`config.mk`:
```
export PLATFORM = sky130hd
export DESIGN_NAME = ifmap_spad_rx
export DESIGN_NICKNAME = d
export VERILOG_FILES = /design/src/rtl/ifmap_spad_rx_pkg.sv /design/src/rtl/ifmap_spad_rx_bank.sv /design/src/rtl/ifmap_spad_rx.sv
export SDC_FILE = /design/constraint.sdc
export NUM_CORES = 1
export LEC_CHECK = 0
export ABC_AREA = 0
export BUFFER_PORTS_ARGS = -buffer_cell sky130_fd_sc_hd__clkbuf_2
export CORE_MARGIN = 2
export CORE_UTILIZATION = 30
export DETAILED_ROUTE_END_ITERATION = 12
export HOLD_SLACK_MARGIN = 0.12
export MAX_ROUTING_LAYER = met4
export SYNTH_ARGS = -nofsm -noshare
export SYNTH_HDL_FRONTEND = slang
export SYNTH_SLANG_ARGS = --single-unit
```
`constraint.sdc`:
```
create_clock -name clk -period 15.05 [get_ports clk]
set_clock_uncertainty 0.05 [all_clocks]
set_input_delay 4.515 -clock clk [delete_from_list [all_inputs] [get_ports clk]]
set_output_delay 4.515 -clock clk [all_outputs]
set_load 0.01 [all_outputs]
```
`src/rtl/ifmap_spad_rx_pkg.sv`:
```
// Shared constants and types for the PE-side ifmap scratchpad receiver.
package ifmap_spad_rx_pkg;

    localparam int unsigned DATA_W = 16;   // ifmap word width
    localparam int unsigned DEPTH  = 64;   // entries per spad bank
    localparam int unsigned ADDR_W = 6;    // log2(DEPTH)
    localparam int unsigned CNT_W  = 10;   // width of the q*S word count

    typedef enum logic [1:0] {
        EMPTY = 2'd0,
        FILL  = 2'd1,
        FULL  = 2'd2
    } bank_state_e;

endpackage

```
`src/rtl/ifmap_spad_rx_bank.sv`:
```
// ifmap_spad_bank: one DEPTH x DATA_W scratchpad bank.
// Synchronous write, registered read (rdata updates only when re is high).
// Ports:
//   clk, rst_n      clock, async active-low reset (clears the read register only)
//   we/waddr/wdata  write port
//   re/raddr        read strobe and index
//   rdata           registered read data
module ifmap_spad_bank
    import ifmap_spad_rx_pkg::*;
(
    input  logic              clk,
    input  logic              rst_n,
    input  logic              we,
    input  logic [ADDR_W-1:0] waddr,
    input  logic [DATA_W-1:0] wdata,
    input  logic              re,
    input  logic [ADDR_W-1:0] raddr,
    output logic [DATA_W-1:0] rdata
);

    logic [DATA_W-1:0] mem [DEPTH];

    // Storage array: no reset, contents undefined until written.
    always_ff @(posedge clk) begin
        if (we) begin
            mem[waddr] <= wdata;
        end
    end

    // Read register.
    always_ff @(posedge clk or negedge rst_n) begin
        if (!rst_n) begin
            rdata <= '0;
        end else if (re) begin
            rdata <= mem[raddr];
        end
    end

endmodule

```
`src/rtl/ifmap_spad_rx.sv`:
```
// ifmap_spad_rx: captures the diagonal ifmap broadcast into the PE ifmap
// scratchpad in (s, q) order and presents a filled window to the MAC.
// Build option: define IFMAP_SPAD_RX_DBUF_EN for two banks (window n+1 loads
// while window n is read); otherwise a single bank is used.
// Ports:
//   clk, rst_n            clock, async active-low reset
//   en                    load pass active; low aborts a partial fill
//   q, S                  channels per PE, filter columns (N = q*S words)
//   ld_vld, din           incoming diagonal word
//   rd_en, rd_addr        MAC read strobe and index (s*q + qi)
//   rd_release            MAC done with the current read bank
//   rd_data               registered read data
//   ready                 a full bank is readable
//   busy                  write bank partially filled
//   ovf                   sticky: word arrived with no free bank
//   cfg_err               combinational: q*S == 0 or q*S > DEPTH
module ifmap_spad_rx
    import ifmap_spad_rx_pkg::*;
(
    input  logic              clk,
    input  logic              rst_n,
    input  logic              en,
    input  logic [4:0]        q,
    input  logic [4:0]        S,
    input  logic              ld_vld,
    input  logic [DATA_W-1:0] din,
    input  logic              rd_en,
    input  logic [ADDR_W-1:0] rd_addr,
    input  logic              rd_release,
    output logic [DATA_W-1:0] rd_data,
    output logic              ready,
    output logic              busy,
    output logic              ovf,
    output logic              cfg_err
);

`ifdef IFMAP_SPAD_RX_DBUF_EN
    localparam bit DBUF = 1'b1;
`else
    localparam bit DBUF = 1'b0;
`endif

    logic [CNT_W-1:0]  n_words;
    bank_state_e       st_q [2];
    bank_state_e       st_d [2];
    logic              wr_bank_q, wr_bank_d;
    logic              rd_bank_q, rd_bank_d;
    logic [ADDR_W-1:0] wr_ptr_q, wr_ptr_d;
    logic              ready_d, busy_d, ovf_d;
    logic              wr_open, wr_req, wr_fire, wr_last;
    logic              rd_hit;
    logic              rd_sel_q, rd_zero_q;
    logic [DATA_W-1:0] rdata0, rdata1;

    // Window size and configuration check.
    assign n_words = CNT_W'(q) * CNT_W'(S);
    assign cfg_err = (n_words == '0) || (n_words > CNT_W'(DEPTH));

    // Write acceptance.
    assign wr_req  = en && ld_vld && !cfg_err;
    assign wr_open = (st_q[wr_bank_q] != FULL);
    assign wr_fire = wr_req && wr_open;
    assign wr_last = (CNT_W'(wr_ptr_q) == (n_words - CNT_W'(1)));

    // Reads only touch memory for in-range addresses of a full bank.
    assign rd_hit = rd_en && ready && (CNT_W'(rd_addr) < n_words);

    // Bank FSMs, pointers and status next-state.
    always_comb begin
        st_d      = st_q;
        wr_bank_d = wr_bank_q;
        rd_bank_d = rd_bank_q;
        wr_ptr_d  = wr_ptr_q;
        ovf_d     = ovf;

        if (wr_req && !wr_open) begin
            ovf_d = 1'b1;
        end

        if (!en) begin
            if (st_q[wr_bank_q] == FILL) begin
                st_d[wr_bank_q] = EMPTY;
            end
            wr_ptr_d = '0;
        end else if (wr_fire) begin
            if (wr_last) begin
                st_d[wr_bank_q] = FULL;
                wr_ptr_d        = '0;
                if (DBUF) begin
                    wr_bank_d = ~wr_bank_q;
                end
            end else begin
                st_d[wr_bank_q] = FILL;
                wr_ptr_d        = wr_ptr_q + ADDR_W'(1);
            end
        end

        // Release is ignored unless the read bank is full.
        if (rd_release && ready) begin
            st_d[rd_bank_q] = EMPTY;
        end

        // Follow the full bank: covers release-with-other-full and a bank
        // completing after the read bank has already been released.
        if (DBUF && (st_d[rd_bank_q] != FULL) && (st_d[~rd_bank_q] == FULL)) begin
            rd_bank_d = ~rd_bank_q;
        end

        ready_d = (st_d[rd_bank_d] == FULL);
        busy_d  = (st_d[wr_bank_d] == FILL);
    end

    // State registers.
    always_ff @(posedge clk or negedge rst_n) begin
        if (!rst_n) begin
            st_q      <= '{EMPTY, EMPTY};
            wr_bank_q <= 1'b0;
            rd_bank_q <= 1'b0;
            wr_ptr_q  <= '0;
            ready     <= 1'b0;
            busy      <= 1'b0;
            ovf       <= 1'b0;
        end else begin
            st_q      <= st_d;
            wr_bank_q <= wr_bank_d;
            rd_bank_q <= rd_bank_d;
            wr_ptr_q  <= wr_ptr_d;
            ready     <= ready_d;
            busy      <= busy_d;
            ovf       <= ovf_d;
        end
    end

    // Read-side select and zero flag, captured alongside the bank read register.
    always_ff @(posedge clk or negedge rst_n) begin
        if (!rst_n) begin
            rd_sel_q  <= 1'b0;
            rd_zero_q <= 1'b1;
        end else if (rd_en) begin
            rd_sel_q  <= rd_bank_q;
            rd_zero_q <= !rd_hit;
        end
    end

    assign rd_data = rd_zero_q ? '0 : (rd_sel_q ? rdata1 : rdata0);

    ifmap_spad_bank u_bank0 (
        .clk   (clk),
        .rst_n (rst_n),
        .we    (wr_fire && !wr_bank_q),
        .waddr (wr_ptr_q),
        .wdata (din),
        .re    (rd_hit && !rd_bank_q),
        .raddr (rd_addr),
        .rdata (rdata0)
    );

`ifdef IFMAP_SPAD_RX_DBUF_EN
    ifmap_spad_bank u_bank1 (
        .clk   (clk),
        .rst_n (rst_n),
        .we    (wr_fire && wr_bank_q),
        .waddr (wr_ptr_q),
        .wdata (din),
        .re    (rd_hit && rd_bank_q),
        .raddr (rd_addr),
        .rdata (rdata1)
    );
`else
    assign rdata1 = '0;
`endif

endmodule

```
; Word level (Yosys, flattened, before mapping)
; Memory sizes are Yosys's and may differ from the RTL's. A register that Yosys moved wholly into a read port is not among the register bits.
; Cells that the tools add are included.
[word_totals]
ff_bits = 14
ram_bits = 1024
inputBits = 38
out_inout_bits = 20
wordCells = 43
n_memories = 1
[classes]
add_sub_neg = 2
multipliers = 1
order_cmp = 2
eq_ne = 6
mux = 11
reduce_logical = 13
[memory_table]
columns = memory, depth, width, rd, rd_ports_with_merged_regs, write_ports, line_no
row1 = u_bank0.mem, 64, 16, 1, 1, 1, ifmap_spad_rx_bank.sv:21  ; logic [DATA_W-1:0] mem [DEPTH];
[op_table]
columns = op, count
row1 = two-way mux 4 bit, 5
row2 = two-way mux 6 bit, 3
row3 = two-way mux 16 bit, 1
row4 = equality test 6 x 10 -> 1 bit, 1
row5 = "greater-than comparator 10 x 7 -> 1 bit, second input constant", 1
row6 = logical NOT 10 bit, 1
row7 = < comparator 6 x 10 -> 1 bit, 1
row8 = multiplier 5 x 5 -> 10 bit, 1
row9 = "subtractor 10 x 1 -> 10 bit, second input constant", 1
row10 = logical AND 1 bit, 7
row11 = "adder 6 x 1 -> 6 bit, second input constant", 1
row12 = "equality test 2 x 1 -> 1 bit, second input constant", 2
row13 = logical NOT 1 bit, 4
row14 = "equality test 2 bit, second input constant", 1
row15 = two-way mux 1 bit, 2
row16 = "!= test 2 x 1 -> 1 bit, second input constant", 1
row17 = "!= test 2 bit, second input constant", 1
row18 = logical OR 1 bit, 1

; Depth between registers and ports, before layout
; Gate-level depths: netlist of the first run.
[depth]
word_depth = 10
mapped_depth = 17
mapped_depth_nobuf = 16

; Modules after synthesis
; From an unflattened synthesis of the first run, not the netlist that was laid out.
[hier_totals]
cells_unflattened = 2137
area_unflattened_um2 = 41994.0
[by_module_without_submodules]
columns = module, n_inst, cells_each, area_each_um2, seq_area_each_um2
row1 = ifmap_spad_bank, 1, 1897, 39925.8, 31149.9
row2 = ifmap_spad_rx, 1, 240, 2068.2, 301.5

; Worst setup path after synthesis of the first run
; Ideal clock, no wire load.
[synth_path]
kind = input port to output port
startpoint = input port q[2]
endpoint = output port cfg_err
arrival_time_ns = 7.455
required_time_ns = 10.485
slack_ns = 3.030
path_stages = 12
path_buffers = 0
cell_sequence = nand2_1 -> fa_1 -> fa_1 -> fa_1 -> inv_1 -> ha_1 -> nor2_1 -> o31ai_1 -> xor2_1 -> a31oi_1 -> and2_1 -> nand2_1
[synth_via]
elab_chain_cells = 3
word_cells_on_any_way = 4
classes_between = mul (1) / order compare (1) / reduce/logical (2)
[synth_lines]
columns = element, line_no
row1 = from (decl), ifmap_spad_rx.sv:23  ; input logic [4:0] q,
row2 = multiplier 5 x 5 -> 10 bit (*), ifmap_spad_rx.sv:56  ; assign n_words = CNT_W'(q) * CNT_W'(S);
row3 = greater-than comparator 10 x 7 -> 1 bit or logical NOT 10 bit (tied branches), ifmap_spad_rx.sv:57  ; assign cfg_err = (n_words == '0) || (n_words > CNT_W'(DEPTH));
row4 = logical OR 1 bit (*), ifmap_spad_rx.sv:57
row5 = to (decl), ifmap_spad_rx.sv:34  ; output logic cfg_err
; Mark *: on every way between the ends. The rest lies on a longest branch, timed or not.

; Worst setup path after layout of the first run
; Same ends and word-level chain as after synthesis.

==> results.py, run 1 <==
metrics = {
    "critical_path": {
        "r2r_slack_ps": 11580,
        "worstPathArrival_ps": 8070,
        "critPathMostFrequentCell": "fa_1",
        "path_cells": "clkbuf_2 -> nand2_1 -> fa_1 -> fa_1 -> fa_1 -> inv_1 -> ha_1 -> nor2_1 -> o31ai_1 -> xor2_1 -> a31oi_1 -> and2_1 -> nand2_1 -> clkbuf_2",
        "r2r_cells": 5,
        "worst_path_largest_cell_delay_ps": 560,
        "r2r-start": "st_q[3]",
        "cp-endpoint": "cfg_err",
        "endpoint_kind": "output pin",
        "reg2reg_to": "u_bank0.mem[4][10]",
        "worstSetupPathType": "in2out",
        "crit_start": "q[2]",
        "cp.required_ps": 10490,
        "critPathLaunchType": "primary input",
        "crit_slowest_cell": "fa_1",
        "path_max_fanout": 5,
    },
    "global_routing": {
        "antenna_found_initial": 1,
        "grt-ovfl-total": 0,
        "grt_max_degree": 138,
        "first_global_vias": 20080,
        "grt_first_pass_wirelength_microns": 140600,
        "track_usage": 0.1405,
    },
    "logic_synthesis": {
        "synth-seq-cells": 1052,
        "synth_top_area_cell": "edfxtp_1",
        "async_flop_share": 0.02662,
        "synth_edf_count": 1024,
        "yosysMostFrequentCell": "edfxtp_1",
        "ys_top_cells_by_area": "edfxtp_1 74%, mux4_2 17%, dfrtp_1 1.6%",
        "synthCells": 1824,
        "synth_common_cells": "1024 x edfxtp_1, 320 x mux4_2, 80 x nor2_1",
        "synthFlopType": "edfxtp_1",
        "yosysUniqueCellTypes": 54,
        "avgSynthCellArea_sq_um": 22.76,
        "synth.yosys.seq_area_share": 0.7577,
        "synth_top_area_frac": 0.7408,
        "netlist_area_sq_um": 41510,
        "synth.net_count": 1897,
        "yosysWarnings": 0,
    },
    "sta": {
        "max_freq_mhz": 79.16,
        "setup_viol": 0,
        "tns_ps": 0,
        "drv_slew": 0,
        "rsz0062_at_grt": "false",
        "fin_crit_sh": 0.8394,
        "relSlewSlack": 0.1200,
        "hold_viol_final": 0,
        "min_period_ps": 12630,
        "worst_pin_slew_ps": 1319,
    },
    "power": {
        "power_density_nw_per_um2": 130.2,
        "p_int_w": 0.004912,
        "clockPowerShare": 0.418,
        "power.net_switching_w": 0.001308,
        "netSwitchingFraction": 0.2103,
        "p_comb_frac": 0.060,
        "seqPwrFrac": 0.521,
        "vdd.ir_drop.worst_mv": 0.08203,
        "p_leak_nw": 15.05,
    },
    "clock_tree": {
        "cts.path.max_buffers": 3,
        "clockRootBuffer": "clkbuf_16",
        "clock-sinks": 1052,
        "cts_setup_buffers": 0,
        "clk_latency_ps": 680,
        "cts-hold-fix-buffers": 0,
        "cts_tree": "done",
        "cts_buffers": 102,
        "path_clk_slew_ps": 60,
        "cts.htree.levels": 3,
        "ctsResizeCount": 0,
    },
    "detailed_routing": {
        "ant_nets": 0,
        "firstDrtPassIters": 7,
        "dr.first_iter.drc_count": 2440,
        "top_layer": "met4",
        "wl_met3_microns": 7122,
        "viasPerCell": 5.021,
        "wire_per_inst_microns": 25.18,
        "routed-wl-met2_microns": 47860,
        "vias": 19390,
        "post-route-drc-count": 0,
        "wl_microns": 97220,
        "wl_met1_microns": 40490,
    },
    "placed_design": {
        "gp_congestion": 0.8160,
        "detailed_place_hpwl_microns": 53420,
        "portBuffers": 57,
    },
    "min_path": {
        "hold_path.class": "reg2reg",
    },
    "die": {
        "core_sq_um": 137500,
        "fp-row-count": 136,
        "die_w_microns": 376.0,
        "die_area_sq_um": 141400,
        "die_h_microns": 376.0,
        "initial_utilization": 0.3019,
        "io_pins": 58,
    },
    "cells_and_area": {
        "drive_above_1_share": 0.3195,
        "area_growth_pct": 15.07,
        "final_util": 0.3474,
        "nNetsFinal": 2054,
    },
    "job": {
        "cap_viol_max_count": 0,
    },
    "run_status": {
        "status": "completed",
    },
}
-- cell type report --
| cell class | instances | area (sq um) |
|---|---|---|
| clock buffers | 121 | 2729 |
| multi-input cells | 658 | 9573 |
| flip-flops and latches | 1052 | 31450 |
| fillers | 12610 | 89730 |
| well taps | 1794 | 2245 |
| diodes | 1 | 2.502 |
| clock inverters | 68 | 699.4 |
| inverters | 22 | 82.58 |
| repair buffers | 145 | 983.4 |
-- layer usage --
metal / track usage / vias up
met3: 0.02528 / 112
met5: - / -
met1: 0.1850 / 10500
met2: 0.2255 / 757
met4: 0.03660 / 0
li1: - / 8015
-- state kept, by name, indices dropped and copies added, names as in the netlist --
| name | cells |
|---|---|
| u_bank0.mem | 1024 |
| u_bank0.rdata | 16 |
| wr_ptr_q | 6 |
| st_q | 2 |
| busy | 1 |
| ovf | 1 |
| rd_zero_q | 1 |
| ready | 1 |
-- cell usage in the layout, fill, tap and decap left out, drive strengths merged, types with 2 or more instances in the layout --
master    instances
a211oi            2
a21o              2
a21oi            11
a22oi            32
a32o              2
and2             17
and3              2
buf              92
bufinv           14
clkbuf          174
clkinv           47
clkinvlp          4
dfrtp            27
edfxtp         1024
fa                9
ha               26
inv              25
mux2             16
mux2i             2
mux4            320
nand2            43
nand2b            2
nand3             9
nand3b            3
nand4             5
nand4b            6
nor2             81
nor2b            21
nor3              3
o21ai             9
o31ai             3
or2               2
or3               2
or4               2
xnor2             7
xor2              7
-- per-stage QoR --
step / setup slack (ps) / hold WS [ps] / area (sq um) / std cells / total power [W]
2_1_floorplan: 3030 / 422.7 / 41510 / 1824 / 0.003536
3_3_place_gp: 2574 / 432.7 / 44340 / 3671 / 0.003668
3_5_place_dp: 2514 / 437.4 / 44340 / 3671 / 0.003681
4_1_cts: 2497 / 452.7 / 47760 / 3860 / 0.006277
5_1_grt: 2257 / 462.2 / 47760 / 3860 / 0.006406
6_report: 2417 / 449.7 / 47770 / 3861 / 0.006220
-- how the worst min path moves through the flow --
stage                          start  cells after the start               end
finish                           ovf                      1               ovf
global route        u_bank0.rdata[0]                      1  u_bank0.rdata[0]
CTS                 u_bank0.rdata[5]                      1  u_bank0.rdata[5]
detailed placement               ovf                      1               ovf
global placement    u_bank0.rdata[5]                      1  u_bank0.rdata[5]
floorplan           u_bank0.rdata[0]                      1  u_bank0.rdata[0]
-- cells by family after synthesis --
logic type      Yosys count  synth area share
flops                  1052            0.7577
fa+ha+maj                35           0.01218
simple gates            203           0.02405
buf+inv                 114           0.01269
compound gates           68           0.01203
mux                     338            0.1784
xor+xnor                 14          0.002954
-- critical path: cells and delay by family --
family	cells	cell delay, ps
fa+ha+maj	4	1820
xor+xnor	1	400
compound gates	2	510
buf+inv	3	330
simple gates	4	490
-- power groups by stage --
stage / Sequential [W] / Clock (W) / Combinational (W)
after global placement: 0.00330 / 0 / 0.000366
final: 0.00324 / 0.00260 / 0.000375
after CTS: 0.00324 / 0.00266 / 0.000379
after global routing: 0.00324 / 0.00276 / 0.000406
after detailed placement: 0.00330 / 0 / 0.000377
after floorplan: 0.00330 / 0 / 0.000240
Power figures use the tool's default switching activity.
==> run 2, diff against run 1 <==
- clock period: 15.05 -> 12.61 ns (I/O delays scaled with it)
==> run 2 against run 1 <==
Non-clock buffer count is 9 lower. Critical path depth stayed put. Clock power is 14% higher. Via count is 1.1% lower. Utilization is 0.15 points lower. Die area stayed put. Flip-flop and latch count stayed put. Wire length is 1.6% lower. Worst hold slack better by 1.5 ps. Count of clock-buffer cells in the layout is 1 higher. Final cell count is 0.21% lower. Critical endpoint unchanged. Largest cell class unchanged. Largest power group unchanged.
==> results.py, run 2 (synthesized netlist as in run 1, its figures left out) <==
metrics = {
    "run_status": {
        "status": "completed",
    },
    "cells_and_area": {
        "drive_above_1_share": 0.3123,
        "largest_register_ffs": 1024,
        "fin_cells": 3853,
        "layout.cells.most_common": "edfxtp_1",
        "reg_top3": "u_bank0.mem x1024, u_bank0.rdata x16, wr_ptr_q x6",
        "largest-register": "u_bank0.mem",
        "area_growth_pct": 14.57,
        "antenna_cells": 0,
        "nNetsFinal": 2047,
        "stdcell_area_sq_um": 47560,
        "layout_common_cells": "1024 x edfxtp_1, 320 x mux4_2, 106 x clkbuf_16",
    },
    "placed_design": {
        "portBuffers": 57,
        "detailed_place_hpwl_microns": 52340,
        "pre_cts_ws_ps": 1540,
        "placedCellCount": 3662,
        "place_area_sq_um": 44290,
        "gp_congestion": 0.8106,
    },
    "detailed_routing": {
        "vias": 19180,
        "wl_microns": 95710,
        "wire_per_inst_microns": 24.84,
        "dr.first_iter.drc_count": 2475,
        "post-route-drc-count": 0,
        "viasPerCell": 4.978,
        "ant_nets": 0,
        "firstDrtPassIters": 5,
    },
    "critical_path": {
        "endpoint_kind": "output pin",
        "crit_slowest_cell": "fa_1",
        "worst_path_largest_cell_delay_ps": 570,
        "path_max_fanout": 5,
        "path_cells": "clkbuf_2 -> nand2_1 -> fa_1 -> fa_1 -> fa_1 -> inv_1 -> ha_1 -> nor2_1 -> o31ai_1 -> xor2_1 -> a31oi_1 -> and2_1 -> nand2_1 -> clkbuf_2",
        "worstSetupPathType": "in2out",
        "cp.required_ps": 8780,
        "worstPathArrival_ps": 7240,
        "critPathMostFrequentCell": "fa_1",
        "critPathLaunchType": "primary input",
    },
    "power": {
        "clockPowerShare": 0.407,
        "vdd.ir_drop.worst_mv": 0.09316,
        "netSwitchingFraction": 0.2122,
        "p_leak_nw": 14.93,
        "power.net_switching_w": 0.001544,
        "p_comb_frac": 0.061,
        "p_int_w": 0.005732,
        "power_density_nw_per_um2": 153.0,
        "seqPwrFrac": 0.532,
    },
    "clock_tree": {
        "clk_latency_ps": 660,
        "clockRootBuffer": "clkbuf_16",
        "cts_tree": "done",
        "ctsResizeCount": 0,
        "cts_buffers": 104,
        "cts.path.max_buffers": 3,
        "cts.htree.levels": 3,
        "clock-sinks": 1052,
        "cts-hold-fix-buffers": 0,
        "path_clk_slew_ps": 50,
        "cts_setup_buffers": 0,
    },
    "die": {
        "die_w_microns": 376.0,
        "fp-row-count": 136,
        "initial_utilization": 0.3019,
        "die_h_microns": 376.0,
        "die_area_sq_um": 141400,
        "io_pins": 58,
        "core_sq_um": 137500,
    },
    "min_path": {
        "hold_path.class": "reg2reg",
    },
    "job": {
        "cap_viol_max_count": 0,
    },
    "sta": {
        "relSlewSlack": 0.08707,
        "drv_slew": 0,
        "timing.final.ws_setup_ps": 1537,
        "rsz0062_at_grt": "false",
        "hold_viol_final": 0,
        "max_freq_mhz": 90.31,
        "min_period_ps": 11070,
        "holdWs_ps": 451.1,
        "fin_crit_sh": 0.8781,
        "tns_ps": 0,
        "setup_viol": 0,
        "worst_pin_slew_ps": 1369,
    },
    "global_routing": {
        "grt_first_pass_wirelength_microns": 138300,
        "grt_max_degree": 117,
        "antenna_found_initial": 2,
        "first_global_vias": 19790,
        "track_usage": 0.1384,
        "grt-ovfl-total": 0,
    },
}
-- run 2: cell types whose count changed in the layout (fill, tap and decap cells not counted), moves of 2 or more --
cell,previous run,this run
clkinv_1,22,29
clkbuf_1,13,16
clkinv_2,24,22
buf_12,1,3
buf_4,89,78
bufinv_16,14,8
clkbuf_8,2,0
-- run 2: stage by stage --
stage | utilization | power (W)
CTS | 0.3459 | 0.007343
global route | 0.3459 | 0.007508
detailed placement | 0.3221 | 0.004394
finish | 0.3459 | 0.007276
floorplan | - | 0.004220
global placement | 0.3221 | 0.004380
-- run 2: critical path, delay by kind of cell --
family | cells | cell delay [ps]
xor+xnor | 1 | 380
fa+ha+maj | 4 | 1810
buf+inv | 3 | 320
simple gates | 4 | 470
compound gates | 2 | 480
-- run 2: power groups by stage --
stage          sequential, W  combinational, W  clock [W]
2_1_floorplan        0.00393          0.000286          0
3_3_place_gp         0.00394          0.000438          0
3_5_place_dp         0.00394          0.000451          0
4_1_cts              0.00387          0.000451    0.00302
5_1_grt              0.00387          0.000483    0.00315
6_report             0.00387          0.000447    0.00296
-- run 2: worst paths after layout --
kind,start,endpoint,slack [ps],cells past startpoint
min in group asynchronous,rst_n,busy,3120,1
worst max-delay path,q[2],cfg_err,1540,14
worst max register to register,st_q[3],u_bank0.mem[4][3],9140,5
worst min register to register,u_bank0.rdata[2],u_bank0.rdata[2],450,1
worst min-delay path,u_bank0.rdata[2],u_bank0.rdata[2],450,1
max in group asynchronous,rst_n,u_bank0.rdata[2],8900,1
-- run 2: cell type report --
cell class,count,area [sq um]
clock buffers,122,2713
clock inverters,69,553.0
fillers,12550,89930
inverters,22,82.58
multi-input cells,658,9573
flip-flops and latches,1052,31450
well taps,1794,2245
repair buffers,136,940.9
-- run 2: per-layer routing --
layer	wire, microns	track usage	up-vias
met3	7678	0.03044	124
met2	45720	0.2141	743
li1	-	-	8006
met5	0	-	-
met4	2295	0.04098	0
met1	40010	0.1838	10310
